--- src/rtl/fp_arb_pkg.sv ---
// Shared types and constants for the FP divider arbiter.
// FP_DIV_ARBITER_DIV0_FLAG_EN adds a divide-by-zero bit to the tag record.
package fp_arb_pkg;

    localparam int unsigned FP_W        = 32;
    localparam int unsigned DEF_NUM_REQ = 4;
    localparam int unsigned DEF_LATENCY = 6;
    // Wide enough for the largest legal requester count (8).
    localparam int unsigned TAG_IDX_W   = 3;

    typedef struct packed {
        logic                 valid;
        logic [TAG_IDX_W-1:0] idx;
`ifdef FP_DIV_ARBITER_DIV0_FLAG_EN
        logic                 div0;
`endif
    } tag_t;

    function automatic logic is_zero_divisor(input logic [FP_W-1:0] b);
        return (b[FP_W-2:0] == '0);
    endfunction

endpackage

--- src/rtl/fp_div_arbiter_if.sv ---
// Requester-side bus of the FP divider arbiter.
// FP_DIV_ARBITER_DIV0_FLAG_EN adds the rsp_div0 response bit.
interface fp_div_arbiter_if
    import fp_arb_pkg::*;
#(
    parameter int unsigned NUM_REQ = DEF_NUM_REQ
);

    logic [NUM_REQ-1:0]      req;
    logic [NUM_REQ*FP_W-1:0] req_a;
    logic [NUM_REQ*FP_W-1:0] req_b;
    logic [NUM_REQ-1:0]      grant;
    logic [NUM_REQ-1:0]      rsp_valid;
    logic [FP_W-1:0]         rsp_data;
`ifdef FP_DIV_ARBITER_DIV0_FLAG_EN
    logic                    rsp_div0;

    modport master (output req, req_a, req_b,
                    input  grant, rsp_valid, rsp_data, rsp_div0);
    modport slave  (input  req, req_a, req_b,
                    output grant, rsp_valid, rsp_data, rsp_div0);
`else
    modport master (output req, req_a, req_b,
                    input  grant, rsp_valid, rsp_data);
    modport slave  (input  req, req_a, req_b,
                    output grant, rsp_valid, rsp_data);
`endif

endinterface

--- src/rtl/rr_select.sv ---
// Round-robin selector: one-hot grant to the first asserted req after ptr.
module rr_select #(
    parameter int unsigned NUM_REQ = 4,
    parameter int unsigned PTR_W   = 3
) (
    input  logic [NUM_REQ-1:0] req,
    input  logic [PTR_W-1:0]   ptr,
    output logic [NUM_REQ-1:0] grant
);

    logic found;

    always_comb begin
        grant = '0;
        found = 1'b0;
        // Offsets 1..NUM_REQ visit ptr+1 first and ptr itself last.
        for (int unsigned k = 1; k <= NUM_REQ; k++) begin
            for (int unsigned i = 0; i < NUM_REQ; i++) begin
                if (!found && req[i] && (i == (32'(ptr) + k) % NUM_REQ)) begin
                    grant[i] = 1'b1;
                    found    = 1'b1;
                end
            end
        end
    end

endmodule

--- src/rtl/fp_div_arbiter.sv ---
// Round-robin arbiter sharing one pipelined FP divider; results routed by tag.
// FP_DIV_ARBITER_DIV0_FLAG_EN adds rsp_div0 carried through the tag pipe.
module fp_div_arbiter
    import fp_arb_pkg::*;
#(
    parameter int unsigned NUM_REQ = DEF_NUM_REQ,
    parameter int unsigned LATENCY = DEF_LATENCY
) (
    input  logic                           clk,
    input  logic                           program_reset,
    fp_div_arbiter_if.slave                bus,
    output logic [FP_W-1:0]                divider_data_a,
    output logic [FP_W-1:0]                divider_data_b,
    input  logic [FP_W-1:0]                divider_out,
    output logic                           busy,
    output logic [$clog2(LATENCY+1)-1:0]   in_flight
);

    logic [TAG_IDX_W-1:0] ptr;
    logic [TAG_IDX_W-1:0] gnt_idx;
    logic [NUM_REQ-1:0]   grant;
    logic [NUM_REQ-1:0]   ret_mask;
    logic [NUM_REQ-1:0]   rsp_valid_q;
    logic [FP_W-1:0]      sel_a;
    logic [FP_W-1:0]      sel_b;
    logic                 issue;
    logic                 ret;
    tag_t                 new_tag;
    tag_t                 tail;
    tag_t                 pipe [LATENCY];
`ifdef FP_DIV_ARBITER_DIV0_FLAG_EN
    logic                 rsp_div0_q;
`endif

    rr_select #(
        .NUM_REQ (NUM_REQ),
        .PTR_W   (TAG_IDX_W)
    ) u_rr_select (
        .req   (bus.req),
        .ptr   (ptr),
        .grant (grant)
    );

    always_comb begin
        gnt_idx = '0;
        sel_a   = '0;
        sel_b   = '0;
        for (int unsigned i = 0; i < NUM_REQ; i++) begin
            if (grant[i]) begin
                gnt_idx = TAG_IDX_W'(i);
                sel_a   = bus.req_a[i*FP_W +: FP_W];
                sel_b   = bus.req_b[i*FP_W +: FP_W];
            end
        end
    end

    assign issue = |grant;
    assign tail  = pipe[LATENCY-1];
    assign ret   = tail.valid;

    always_comb begin
        new_tag       = '0;
        new_tag.valid = issue;
        new_tag.idx   = gnt_idx;
`ifdef FP_DIV_ARBITER_DIV0_FLAG_EN
        new_tag.div0  = is_zero_divisor(sel_b);
`endif
    end

    always_comb begin
        ret_mask = '0;
        for (int unsigned i = 0; i < NUM_REQ; i++) begin
            ret_mask[i] = tail.valid && (tail.idx == TAG_IDX_W'(i));
        end
    end

    // The last tag stage is registered into rsp_valid, which lines the strobe
    // up with the divider result one cycle after the operands leave the pipe.
    always_ff @(posedge clk or posedge program_reset) begin
        if (program_reset) begin
            ptr            <= TAG_IDX_W'(NUM_REQ - 1);
            divider_data_a <= '0;
            divider_data_b <= '0;
            for (int unsigned s = 0; s < LATENCY; s++) begin
                pipe[s] <= '0;
            end
            in_flight      <= '0;
            rsp_valid_q    <= '0;
`ifdef FP_DIV_ARBITER_DIV0_FLAG_EN
            rsp_div0_q     <= 1'b0;
`endif
        end else begin
            if (issue) begin
                ptr            <= gnt_idx;
                divider_data_a <= sel_a;
                divider_data_b <= sel_b;
            end
            pipe[0] <= new_tag;
            for (int unsigned s = 1; s < LATENCY; s++) begin
                pipe[s] <= pipe[s-1];
            end
            rsp_valid_q <= ret_mask;
`ifdef FP_DIV_ARBITER_DIV0_FLAG_EN
            rsp_div0_q  <= tail.valid && tail.div0;
`endif
            case ({issue, ret})
                2'b10:   in_flight <= in_flight + 1'b1;
                2'b01:   in_flight <= in_flight - 1'b1;
                default: in_flight <= in_flight;
            endcase
        end
    end

    assign busy          = (in_flight != '0);
    assign bus.grant     = grant;
    assign bus.rsp_valid = rsp_valid_q;
    assign bus.rsp_data  = divider_out;
`ifdef FP_DIV_ARBITER_DIV0_FLAG_EN
    assign bus.rsp_div0  = rsp_div0_q;
`endif

endmodule

--- src/flat_wrapper.sv ---
// flat-port wrapper written by rule: the top's interface ports become plain ports
module fp_div_arbiter_flat import fp_arb_pkg::*;
#(
    parameter int unsigned NUM_REQ = DEF_NUM_REQ,
    parameter int unsigned LATENCY = DEF_LATENCY
)
  (clk, program_reset, divider_data_a, divider_data_b, divider_out, busy, in_flight, bus_req, bus_req_a, bus_req_b, bus_grant, bus_rsp_valid, bus_rsp_data);
  fp_div_arbiter_if #(.NUM_REQ(NUM_REQ)) bus_i ();
  input  logic clk;
  input  logic program_reset;
  output logic [FP_W-1:0] divider_data_a;
  output logic [FP_W-1:0] divider_data_b;
  input  logic [FP_W-1:0] divider_out;
  output logic busy;
  output logic [$clog2(LATENCY+1)-1:0] in_flight;
  input wire logic [$bits(bus_i.req)-1:0] bus_req;
  input wire logic [$bits(bus_i.req_a)-1:0] bus_req_a;
  input wire logic [$bits(bus_i.req_b)-1:0] bus_req_b;
  output wire logic [$bits(bus_i.grant)-1:0] bus_grant;
  output wire logic [$bits(bus_i.rsp_valid)-1:0] bus_rsp_valid;
  output wire logic [$bits(bus_i.rsp_data)-1:0] bus_rsp_data;
  assign bus_i.req = bus_req;
  assign bus_i.req_a = bus_req_a;
  assign bus_i.req_b = bus_req_b;
  assign bus_grant = bus_i.grant;
  assign bus_rsp_valid = bus_i.rsp_valid;
  assign bus_rsp_data = bus_i.rsp_data;
  fp_div_arbiter #(.NUM_REQ(NUM_REQ), .LATENCY(LATENCY)) u_core (.clk(clk), .program_reset(program_reset), .bus(bus_i), .divider_data_a(divider_data_a), .divider_data_b(divider_data_b), .divider_out(divider_out), .busy(busy), .in_flight(in_flight));
endmodule
--- config.mk ---
export PLATFORM = sky130hd
export DESIGN_NAME = fp_div_arbiter_flat
export DESIGN_NICKNAME = d
export VERILOG_FILES = /design/src/rtl/fp_arb_pkg.sv /design/src/rtl/fp_div_arbiter_if.sv /design/src/rtl/rr_select.sv /design/src/rtl/fp_div_arbiter.sv /design/src/flat_wrapper.sv
export SDC_FILE = /design/constraint.sdc
export NUM_CORES = 1
export LEC_CHECK = 0
export BUFFER_PORTS_ARGS = -buffer_cell sky130_fd_sc_hd__buf_2
export CAP_MARGIN = 10
export CORE_AREA = 2 2 158 160
export CTS_BUF_LIST = sky130_fd_sc_hd__clkbuf_8
export CTS_CLUSTER_DIAMETER = 150
export DETAILED_ROUTE_END_ITERATION = 10
export DIE_AREA = 0 0 160 162
export GPL_TIMING_DRIVEN = 0
export PLACE_DENSITY = 0.52
export SYNTH_ARGS = -nofsm -noshare
export SYNTH_HDL_FRONTEND = slang
export SYNTH_SLANG_ARGS = --single-unit
--- constraint.sdc ---
create_clock -name clk -period 2.7 [get_ports clk]
set_clock_uncertainty 0.15 [all_clocks]
set_input_delay 0.405 -clock clk [delete_from_list [all_inputs] [get_ports clk]]
set_output_delay 0.405 -clock clk [all_outputs]
set_load 0.01 [all_outputs]
; ---- Word level (Yosys, flattened, before mapping)
; Index checks and enable logic that the tools add are counted.
[word_totals]
reg_bits = 91
latch_bits = 0
ram_bits = 0
mem_bits_ro = 0
in_bits = 294
out_inout_bits = 108
word_cells = 140
mem_count = 0
[op_classes]
add_sub_neg = 6
mul = 0
div_mod_pow = 0
magnitude_cmp = 0
n_eq_ne = 17
n_shift = 0
n_mux = 42
bitwise = 0
reduce_logical = 58
[op_table]
columns = cell, count
row1 = $mux 32, 8
row2 = $logic_not 32->1, 4
row3 = $logic_and 1x1->1, 35
row4 = $mux 1, 31
row5 = $eq 2x2->1 const A, 8
row6 = $logic_not 1->1, 15
row7 = $eq 1x2->1 const A, 4
row8 = $eq 2x2->1 const B, 3
row9 = $pmux 3 s2, 1
row10 = $add 2x1->2 const B, 2
row11 = $add 2x2->2 const B, 2
row12 = $eq 2x1->1 const B, 2
row13 = $mux 2, 2
row14 = $reduce_or 4->1, 1
row15 = $add 3x1->3 const B, 1
row16 = $logic_not 3->1, 1
row17 = $reduce_bool 3->1, 1
row18 = $sub 3x1->3 const B, 1
row19 = $reduce_bool 2->1, 1

; ---- Longest topological paths before layout
; Gate-level depths: netlist of the first run.
[logic_depth]
ltp_word = 67
depth_mapped = 8

; ---- Cells and area by module
; Synthesis of the first run repeated with hierarchy kept, for this count alone.
[hier_totals]
cells_unflattened = 467
area_unflattened_um2 = 4828.4
[by_module_without_submodules]
columns = module, n_inst, cells_each, area_per_inst_um2
row1 = fp_div_arbiter, 1, 450, 4723.3
row2 = rr_select, 1, 17, 105.1

; ---- Worst setup path after synthesis of the first run
; Ideal clock, no wire load.
[synth_path]
path_type = input-to-reg
start = input bus_req[0]
end = register u_core.in_flight[1]
setup_ns = 0.125
arrival_ns = 1.897
required_time_ns = 2.425
path_slack_ns = 0.529
cell_stages = 6
path_buffers = 1
cell_sequence = or2_4 > nor3_4 > buf_2 > ha_1 > fa_1 > mux2_2
[synth_between]
elab_chain_cells = 65
word_cells_on_any_way = 81
cone_classes = eq/ne: 2 / mux: 31 / reduce/logical: 48
[synth_rtl]
columns = item, line
row1 = start: declaration, flat_wrapper.sv:16  ; input wire logic [$bits(bus_i.req)-1:0] bus_req;
row2 = $logic_and 1x1->1, rr_select.sv:19  ; if (!found && req[i] && (i == (32'(ptr) + k) % NUM_REQ)) begin
row3 = $mux 1, rr_select.sv:19
row4 = $logic_not 1->1, rr_select.sv:19
row5 = $logic_and 1x1->1 (2 in a row), rr_select.sv:19
row6 = $mux 1, rr_select.sv:19
row7 = $logic_not 1->1, rr_select.sv:19
row8 = $logic_and 1x1->1 (2 in a row), rr_select.sv:19
row9 = $mux 1, rr_select.sv:19
row10 = [45 not listed], -
row11 = $logic_and 1x1->1 (2 in a row), rr_select.sv:19
row12 = $mux 1, rr_select.sv:19
row13 = $logic_not 1->1, rr_select.sv:19
row14 = $logic_and 1x1->1 (2 in a row), rr_select.sv:19
row15 = $mux 1, rr_select.sv:19
row16 = $reduce_or 4->1 *, fp_div_arbiter.sv:57  ; assign issue = |grant;
row17 = $eq 2x1->1 / $eq 2x2->1 (equally long branches), fp_div_arbiter.sv:106  ; case ({issue, ret})
row18 = $pmux 3 s2 / $reduce_bool 2->1 (equally long branches), -
row19 = end signal: assignment, fp_div_arbiter.sv:107  ; 2'b10: in_flight <= in_flight + 1'b1;
row20 = end signal: assignment, fp_div_arbiter.sv:108  ; 2'b01: in_flight <= in_flight - 1'b1;
row21 = end signal: assignment, fp_div_arbiter.sv:109  ; default: in_flight <= in_flight;
row22 = end: declaration, fp_div_arbiter.sv:16  ; output logic [$clog2(LATENCY+1)-1:0] in_flight
; Mark *: on every way between the ends. The rest lies on a longest branch, timed or not.
; A chain may end at the register's enable or synchronous reset.

; ---- Worst setup path after layout of the first run
[layout_path]
start = register u_core.ptr[1]
end = output bus_grant[2]
[layout_between]
elab_chain_cells = 60
word_cells_on_any_way = 80
cone_classes = add/sub: 4 / eq/ne: 11 / mux: 18 / reduce/logical: 47
[layout_rtl]
columns = item, line
row1 = start: declaration, fp_div_arbiter.sv:19  ; logic [TAG_IDX_W-1:0] ptr;
row2 = start signal: assignment, fp_div_arbiter.sv:81  ; ptr <= TAG_IDX_W'(NUM_REQ - 1);
row3 = start signal: assignment, fp_div_arbiter.sv:94  ; ptr <= gnt_idx;
row4 = $add 2x1->2, rr_select.sv:19
row5 = $logic_not 32->1, rr_select.sv:19
row6 = $logic_and 1x1->1, rr_select.sv:19
row7 = $mux 1, rr_select.sv:19
row8 = $logic_not 1->1, rr_select.sv:19
row9 = $logic_and 1x1->1 (2 in a row), rr_select.sv:19
row10 = $mux 1, rr_select.sv:19
row11 = $logic_not 1->1, rr_select.sv:19
row12 = [40 not listed], -
row13 = $logic_and 1x1->1 (2 in a row), rr_select.sv:19
row14 = $mux 1, rr_select.sv:19
row15 = $logic_not 1->1, rr_select.sv:19
row16 = $logic_and 1x1->1 (2 in a row), rr_select.sv:19
row17 = $mux 1, rr_select.sv:19
row18 = $logic_not 1->1, rr_select.sv:19
row19 = $logic_and 1x1->1 (2 in a row), rr_select.sv:19
row20 = $mux 1 *, rr_select.sv:19
row21 = end: declaration, flat_wrapper.sv:19  ; output wire logic [$bits(bus_i.grant)-1:0] bus_grant;
; Marks and branches as above.

==> flow_summary_export.csv, run 1 <==
group,metric,value,unit
floorplan,core_area,24100,µm²
grt,antenna_found_initial,5,
worst_hold_path,hp-class,"input port to flip-flop",
power,p_switching,3230,µW
final_layout,regArea,2280,µm²
final_layout,area_growth,39.7,%
routing,first_pass_iters,5,
critical_path,max_stage_delay,550,ps
power,p_leak,0.00431,µW
flow_run,drv_cap,0,
power,power_per_cell_area,800,nW/µm²
routing,drt_iter0_drc,472,
floorplan,ios,402,
clocking,root_buffer,"clkbuf_8",
grt,first_global_vias,7508,
power,seqPwrFrac,0.320,
timing,maxSlewViolCount,0,
routing,drc,0,
routing,ant_nets,0,
synthesis,synth.avg_cell_area,8.21,µm²
synthesis,yosys.cell_types.count,40,
routing,vias_per_cell,5.07,
timing,slew_headroom,0.423,
timing,max_freq,0.395,GHz
clocking,cts_setup_buffers,0,
synthesis,synthAdderAreaFrac,0.00513,
final_layout,nets,1448,
routing,wl_met1,12.6,mm
synthesis,yosys-top-cells-area,"dfrtp_1, a211oi_1, nand2_1",
clocking,cts_htree_levels,3,
final_layout,drive_above_1_share,0.417,
synthesis,ys_warn_count,0,
worst_hold_path,hold_start,"bus_req_a[49]",
final_layout,fillers,2685,
critical_path,critPathCaptureType,"primary output",
synthesis,synthMuxAreaShare,0.00178,
synthesis,synth_fp_nets,1068,
clocking,cts_buffer_depth,2,
final_layout,multi_input_area,3250,µm²
timing,setup_viol,0,
timing,timing.hold.ws,102,ps
critical_path,crit_required,2140,ps
clocking,clk_pin_slew,120,ps
synthesis,synthesis.area,6340,µm²
synthesis,synth_top_family_by_area,"compound AO/OA/AOI/OAI gates",
synthesis,synth_simple_gate_area_frac,0.196,
routing,wl,29.2,mm
power,p_int,3860,µW
timing,rsz0062_at_grt,"no",
power,pwr-share-comb,0.527,
floorplan,die_x,160,µm
critical_path,rr_endpoint,"u_core.divider_data_b[16]$_DFFE_PP0P_",
critical_path,rr_worst_depth,6,
clocking,clk-insertion-delay-late,380,ps
floorplan,num_rows,57,
place,globalplace.congestion,0.844,
synthesis,netlist.top_cell.by_area,"dfrtp_1",
routing,wl_met3,2.00,mm
routing,vias,7532,
clocking,cts_tree,"done",
floorplan,die_height,162,µm
critical_path,path_class,"flip-flop to primary output",
place,hpwl,22.2,mm
power,sw_frac_of_total,0.455,
timing,worstMarginPinSlew,865,ps
clocking,cts.sinks,91,
synthesis,synth_edf_count,0,
critical_path,arrival,1980,ps
timing,tns,0,ps
power,irDropWorstVdd,0.284,mV
synthesis,synth-xor-area-share,0.00415,
grt,grt_usage,0.216,
critical_path,worstPathCellList,"buf_6 > a21o_1 > buf_6 > buf_6 > nand2_1 > nand3_1 > inv_1 > buf_2",
power,clkPwrFrac,0.153,
worst_hold_path,hold_depth,3,
critical_path,critPathBufInv,5,
synthesis,synth_flop_cell,"dfrtp_1",
synthesis,synth_common_cells,"nand2_1, a211oi_1, dfrtp_1, and3_1, nor2_1",
timing,hold_viol_final,0,
place,portBuffers,367,
critical_path,r2r_start,"u_core.ptr[0]$_DFFE_PP1P_",
synthesis,ys_seq_elements,91,
grt,gr-total-overflow,0,
synthesis,synthCells,772,
synthesis,ys_seq_area_frac,0.360,
critical_path,slowest_stage,"dfstp_2",
grt,grt_start_max_net_pins,38,
timing,final.min_clock_period,2530,ps
synthesis,async_flop_share,1.00,
grt,grt_pass1_wl,43.4,mm
clocking,cts_buffers,9,
worst_hold_path,holdPathEnd,"u_core.divider_data_a[17]$_DFFE_PP0P_",
synthesis,synth_top_area_share,0.351,
critical_path,cp_common_cell,"buf_6",
routing,wire_per_inst,19.7,µm
synthesis,yosysMostFrequentCell,"nand2_1",
synthesis,synth_compound_area_frac,0.306,
floorplan,initial_core_util,0.263,
floorplan,die_area,25900,µm²
critical_path,crit_path_max_fanout,10,
routing,dr_wl_met2,14.1,mm
critical_path,r2r_slack,390,ps
critical_path,start_kind,"flip-flop",
routing,highest_layer,"met4",
timing,min_period_over_period,0.939,
critical_path,critPathTopFamily,"buffers and inverters",
status,outcome,"complete, no violations",
-- metal layers --
layer / track usage / vias to the layer above
li1: - / 3586
met1: 0.283 / 3564
met2: 0.364 / 347
met3: 0.0396 / 35
met4: 0.0639 / 0
met5: 0 / -
-- flip-flops by register name, summed over array words and instances, names as in the netlist --
signal and flops:
u_core.ptr 2, u_core.divider_data_b 32, u_core.bus.rsp_valid 4, u_core.pipe 17, u_core.ret 1, u_core.in_flight 3
u_core.divider_data_a 32
-- tightest hold or removal path, delay by kind of cell --
kind	cells	cell delay, ps
simple gates	1	40
buf+inv	1	90
compound gates	1	70
-- per-stage QoR --
step,setup slack (ps),cells,total power [µW],util,instance area [µm²]
finish,165,1485,7080,0.367,8850
floorplan,529,772,4470,-,6340
global route,28.5,1484,7550,0.367,8850
CTS,30.6,1482,7140,0.367,8850
detailed placement,195,1465,6040,0.358,8620
global placement,199,1463,6010,0.356,8580
-- cell families (layout without fill, tap and decap cells) --
| kind of cell | count (synthesis) | after routing |
|---|---|---|
| simple gates | 275 | 275 |
| compound gates | 268 | 268 |
| buf+inv | 132 | 517 |
| flops | 91 | 91 |
| xor+xnor | 3 | 3 |
| fa+ha+maj | 2 | 2 |
| mux | 1 | 1 |
| other cells | 0 | 4 |
-- power groups by stage --
stage | clock [µW] | combinational (µW) | sequential, µW
final | 1080 | 3730 | 2270
after global routing | 1150 | 4050 | 2340
after CTS | 1110 | 3760 | 2270
after detailed placement | 0 | 3760 | 2290
after global placement | 0 | 3730 | 2280
after floorplan | 0 | 1990 | 2480
-- how the worst max path moves through the flow --
stage / start / end / slack, ps / cells after the start
after floorplan: bus_req[0] / u_core.in_flight[1]$_DFFE_PP0P_ / 530 / 6
after global placement: bus_req[0] / u_core.in_flight[1]$_DFFE_PP0P_ / 200 / 7
after detailed placement: bus_req[0] / u_core.in_flight[1]$_DFFE_PP0P_ / 190 / 7
after CTS: u_core.ptr[0]$_DFFE_PP1P_ / bus_grant[2] / 30 / 7
after global routing: u_core.ptr[1]$_DFFE_PP1P_ / bus_grant[2] / 30 / 8
final: u_core.ptr[1]$_DFFE_PP1P_ / bus_grant[2] / 170 / 8
-- layout make-up --
class	instances	area share
multi-input cells	549	0.367
flip-flops and latches	91	0.257
repair buffers	370	0.213
plain buffers	125	0.0883
well taps	324	0.0458
clock buffers	9	0.0140
clock inverters	7	0.0102
inverters	6	0.00297
diodes	4	0.00113
-- repair_timing --
action | 4_1_cts | 5_1_grt
resized for setup | 0 | 0
endpoints found under the hold margin | 24 | 0
hold buffers | 1 | 0
setup endpoints to repair | 0 | 1
-- cells in the final DEF, fill, tap and decap left out, types with 2 or more instances in the layout --
master	count
buf_2	389
nand2_1	132
a211oi_1	127
dfrtp_1	89
and3_1	66
nor2_1	66
o211ai_1	64
a31oi_1	64
buf_4	50
clkbuf_1	39
buf_6	13
clkbuf_8	9
diode_2	4
inv_1	3
inv_8	3
inv_2	2
a21oi_2	2
or2_1	2
nor2b_1	2
o21ai_1	2
xnor2_1	2
inv_6	2
buf_12	2
dfstp_2	2
Power figures use the tool's default switching activity.
==> run 2, diff against run 1 <==
Settings changed: CORE_AREA 2 2 158 160 to 2 2 155 157, DIE_AREA 0 0 160 162 to 0 0 157 159, PLACE_DENSITY 0.52 to 0.46, SYNTH_HIERARCHICAL set to 1.
==> flow_summary_export.csv, run 2 <==
group,metric,value,unit
routing,first_pass_iters,5,
routing,drc,0,
place,portBuffers,369,
timing,max_freq,0.381,GHz
clocking,root_buffer,"clkbuf_8",
timing,hold_viol_final,0,
floorplan,ios,402,
grt,first_global_vias,5712,
place,placedCellCount,1156,
critical_path,start_kind,"flip-flop",
routing,vias_per_cell,4.61,
critical_path,critPathCaptureType,"flip-flop",
routing,wire_per_inst,18.3,µm
synthesis,synthesis.area,4820,µm²
critical_path,critPathTopFamily,"adder cells",
clocking,clk-insertion-delay-late,370,ps
final_layout,layout_commonest_cell,"buf_2",
final_layout,mostFrequentLayoutCells,"buf_2, dfrtp_1, o21ai_0",
place,placed_cell_area,7110,µm²
critical_path,slowest_stage,"dfstp_2",
routing,wl,21.6,mm
clocking,cts_htree_levels,3,
place,post-place-ws,-467,ps
synthesis,synth.avg_cell_area,10.4,µm²
timing,slew_headroom,0.571,
grt,grt_pass1_wl,32.0,mm
final_layout,fin_util,0.320,
clocking,cts_buffer_depth,2,
clocking,cts_buffers,9,
power,p_leak,0.00350,µW
grt,gr-total-overflow,0,
critical_path,worstPathCellList,"nor2_1 > o31a_1 > or2_4 > nor3_4 > ha_2 > fa_2 > mux2_2",
critical_path,crit_path_max_fanout,7,
routing,ant_nets,0,
power,irDropWorstVdd,0.276,mV
grt,grt_start_max_net_pins,37,
critical_path,arrival,2750,ps
clocking,cts.sinks,91,
timing,setup_viol,0,
routing,drt_iter0_drc,231,
critical_path,critPathBufInv,0,
synthesis,ys_warn_count,6,
timing,setup_ws,73.0,ps
floorplan,die_height,159,µm
worst_hold_path,hp-class,"input port to flip-flop",
synthesis,synthCells,466,
final_layout,reg_top3,"u_core/divider_data_a: 32 flops, u_core/divider_data_b: 32 flops, u_core/pipe: 17 flops",
final_layout,nets,1150,
timing,worstMarginPinSlew,642,ps
final_layout,area_growth,53.6,%
place,hpwl,16.9,mm
final_layout,design_area,7410,µm²
timing,rsz0062_at_grt,"yes",
timing,timing.hold.ws,171,ps
floorplan,die_x,157,µm
floorplan,initial_core_util,0.208,
status,outcome,"complete, no violations",
floorplan,num_rows,56,
clocking,cts_tree,"done",
critical_path,max_stage_delay,610,ps
timing,min_period_over_period,0.973,
timing,final.min_clock_period,2630,ps
grt,antenna_found_initial,2,
floorplan,core_area,23200,µm²
power,power_per_cell_area,1030,nW/µm²
place,globalplace.congestion,0.840,
critical_path,path_class,"flip-flop to flip-flop",
timing,maxSlewViolCount,0,
flow_run,drv_cap,0,
synthesis,synth_fp_nets,762,
grt,grt_usage,0.168,
floorplan,die_area,25000,µm²
clocking,clk_pin_slew,110,ps
routing,vias,5434,
final_layout,drive_above_1_share,0.576,
final_layout,final_cells,1179,
critical_path,crit_required,2820,ps
## run 2: layout make-up
class,count,area [µm²]
clock buffers,9,124
multi-input cells,291,2070
clock inverters,7,95.1
repair buffers,377,1930
flip-flops and latches,91,2280
inverters,6,27.5
well taps,319,399
plain buffers,78,483
diodes,1,2.50
fillers,2527,15800
## run 2: worst paths after layout
path	from	to	slack, ps	cells after the start
max in group asynchronous	program_reset	u_core/ptr[0]$_DFFE_PP1P_	1270	4
worst min-delay path	bus_req_b[121]	u_core/divider_data_b[25]$_DFFE_PP0P_	170	3
worst max register to register	u_core/ptr[0]$_DFFE_PP1P_	u_core/in_flight[1]$_DFFE_PP0P_	70	7
min in group asynchronous	program_reset	u_core/bus.rsp_valid[3]$_DFF_PP0_	510	3
worst max-delay path	u_core/ptr[0]$_DFFE_PP1P_	u_core/in_flight[1]$_DFFE_PP0P_	70	7
worst min register to register	u_core/pipe[11]$_DFF_PP0_	u_core/pipe[7]$_DFF_PP0_	200	0
## run 2: per-layer routing
layer | wire [µm] | global-route usage
met1 | 8880 | 0.199
met2 | 10800 | 0.299
met3 | 1400 | 0.0378
met4 | 474 | 0.0500
met5 | 13 | 0
## run 2: worst register-to-register path, delay by kind of cell (launching register included)
| family | cells | cell delay [ps] |
|---|---|---|
| AO/OA/AOI/OAI | 1 | 370 |
| AND/OR/NAND/NOR | 3 | 480 |
| flip-flops | 1 | 610 |
| multiplexers | 1 | 270 |
| adder cells (fa/ha/maj) | 2 | 640 |
## run 2: through the flow
step	setup TNS, ps	total power, µW
floorplan	0	4950
global placement	-21160	6600
detailed placement	-22010	6630
CTS	0	7730
global route	-31.6	8260
finish	0	7660
## run 2: timing repair
action	in CTS	in global routing
endpoints found under the setup margin	66	62
resized for setup	4	18
endpoints found under the hold margin	24	0
hold buffers	1	0
cloned	0	0
pin swaps	2	2
buffers inserted	2	3
## run 2: where the power goes
part / switching [µW] / leakage [µW] / internal [µW]
clock network: 584 / 0.000111 / 456
logic: 2360 / 0.00233 / 1770
registers: 416 / 0.00106 / 2080
total: 3360 / 0.00350 / 4310
==> run 3, diff against run 2 <==
Settings changed: BUFFER_PORTS_ARGS -buffer_cell sky130_fd_sc_hd__buf_2 to unset, CORE_AREA 2 2 155 157 to 2 2 156 158, DIE_AREA 0 0 157 159 to 0 0 158 160, DONT_BUFFER_PORTS set to 1, PLACE_DENSITY 0.46 to 0.3.
Clock period 2.7 ns to 2.9 ns, I/O delays scaled along.
==> flow_summary_export.csv, run 3 (synthesis gave the netlist of run 2 again) <==
group,metric,value,unit
timing,max_freq,0.352,GHz
worst_hold_path,hp-class,"input port to flip-flop",
timing,slew_headroom,0.479,
place,globalplace.congestion,0.798,
floorplan,initial_core_util,0.203,
critical_path,r2r_start,"u_core/ptr[0]$_DFFE_PP1P_",
clocking,cts_buffers,9,
critical_path,worstPathCellList,"nor2_1 > o31a_1 > or2_4 > nor3_4 > ha_2 > fa_1 > mux2_2",
grt,grt_pass1_wl,29.6,mm
power,p_leak,0.00201,µW
floorplan,num_rows,57,
critical_path,crit_required,3030,ps
floorplan,core_area,23800,µm²
floorplan,die_x,158,µm
clocking,clk_pin_slew,120,ps
critical_path,timing.critical_path.from,"u_core/ptr[0]$_DFFE_PP1P_",
floorplan,die_area,25300,µm²
power,power,6450,µW
final_layout,reg_top3,"u_core/divider_data_a: 32 flops, u_core/divider_data_b: 32 flops, u_core/pipe: 17 flops",
clocking,root_buffer,"clkbuf_8",
critical_path,path_class,"flip-flop to flip-flop",
power,power_per_cell_area,1170,nW/µm²
final_layout,layout_commonest_cell,"dfrtp_1",
grt,gr-total-overflow,0,
critical_path,rr_worst_depth,7,
critical_path,cp-endpoint,"u_core/in_flight[1]$_DFFE_PP0P_",
place,portBuffers,0,
clocking,cts_tree,"done",
critical_path,rr_endpoint,"u_core/in_flight[1]$_DFFE_PP0P_",
critical_path,arrival,2970,ps
floorplan,die_height,160,µm
critical_path,start_kind,"flip-flop",
grt,antenna_found_initial,2,
grt,grt_usage,0.159,
clocking,cts.sinks,91,
routing,first_pass_iters,5,
routing,ant_nets,0,
critical_path,slowest_stage,"dfstp_2",
timing,setup_viol,0,
timing,worstMarginPinSlew,782,ps
status,outcome,"complete, no violations",
clocking,cts_buffer_depth,2,
final_layout,nets,777,
routing,vias,4277,
timing,min_period_over_period,0.980,
critical_path,r2r_slack,60,ps
final_layout,mostFrequentLayoutCells,"dfrtp_1, o21ai_0, a22oi_1, a31oi_1",
final_layout,area_growth,14.7,%
final_layout,fin_util,0.232,
routing,wl,20.9,mm
timing,final.min_clock_period,2840,ps
clocking,clk-insertion-delay-late,380,ps
grt,grt_start_max_net_pins,38,
power,irDropWorstVdd,0.291,mV
timing,hold_viol_final,0,
critical_path,crit_path_max_fanout,7,
critical_path,critPathCaptureType,"flip-flop",
final_layout,drive_above_1_share,0.243,
routing,vias_per_cell,5.27,
timing,rsz0062_at_grt,"yes",
routing,drc,0,
grt,first_global_vias,4558,
final_layout,fillers,2641,
clocking,cts_htree_levels,3,
routing,drt_iter0_drc,326,
floorplan,ios,402,
critical_path,max_stage_delay,630,ps
place,hpwl,16.2,mm
routing,wire_per_inst,25.7,µm
flow_run,drv_cap,0,
timing,maxSlewViolCount,0,
-- run 3: how the worst min path moves through the flow --
stage | from | to | slack, ps | cells past startpoint
5_1_grt | bus_req_a[118] | u_core/divider_data_a[22]$_DFFE_PP0P_ | 60 | 2
6_report | bus_req_a[120] | u_core/divider_data_a[24]$_DFFE_PP0P_ | 100 | 2
3_5_place_dp | u_core/pipe[15]$_DFF_PP0_ | u_core/pipe[11]$_DFF_PP0_ | 180 | 0
4_1_cts | bus_req_a[117] | u_core/divider_data_a[21]$_DFFE_PP0P_ | 60 | 2
3_3_place_gp | u_core/pipe[8]$_DFF_PP0_ | u_core/pipe[4]$_DFF_PP0_ | 180 | 0
2_1_floorplan | u_core/pipe[4]$_DFF_PP0_ | u_core/pipe[0]$_DFF_PP0_ | 180 | 0
-- run 3: critical path, delay by kind of cell, from the launching register on --
kind,cells,cell delay [ps]
adders and majority gates,2,640
muxes,1,260
DFF,1,630
and+or+nand+nor,3,620
AOI/OAI and AO/OA,1,430
-- run 3: routing by layer --
layer	wire length, µm	vias up	global-route usage
met1	8020	2142	0.190
met4	274	0	0.0414
met5	0	-	0
met3	1770	14	0.0426
li1	-	1835	-
met2	10800	286	0.280
-- run 3: what timing repair did --
item | 4_1_cts | 5_1_grt
pin swaps | 0 | 2
endpoints found under the hold margin | 17 | 0
gates resized for setup | 3 | 14
setup endpoints to repair | 62 | 62
buffers inserted | 0 | 1
hold buffers | 1 | 0
cloned | 0 | 0
-- run 3: power by group --
| group | internal (µW) | leakage (µW) | switching (µW) |
|---|---|---|---|
| logic | 1150 | 0.000855 | 1680 |
| registers | 1930 | 0.00106 | 784 |
| clock network | 345 | 0.0000998 | 562 |
| total | 3420 | 0.00201 | 3020 |
-- run 3: final cells by class --
cell class | instances | area, µm² | area share
clock buffer | 9 | 124 | 0.0224
sequential | 91 | 2280 | 0.412
inverter | 6 | 26.3 | 0.00475
clock inverter | 7 | 80.1 | 0.0145
tap | 324 | 405 | 0.0733
timing repair buffer | 4 | 57.6 | 0.0104
buffer | 78 | 483 | 0.0873
antenna | 2 | 5.00 | 0.000905
multi-input combinational | 291 | 2070 | 0.374
-- run 3: stage by stage --
stage / worst slack (ps) / instances / hold WS, ps / TNS [ps] / area (µm²)
after CTS: -11.4 / 809 / 64.3 / -11.4 / 5500
after global routing: -35.2 / 812 / 60.6 / -35.2 / 5530
final: 58.4 / 812 / 101 / 0 / 5530
after detailed placement: -309 / 792 / 185 / -14240 / 5270
after global placement: -252 / 790 / 183 / -10170 / 5230
after floorplan: 341 / 466 / 181 / 0 / 4830
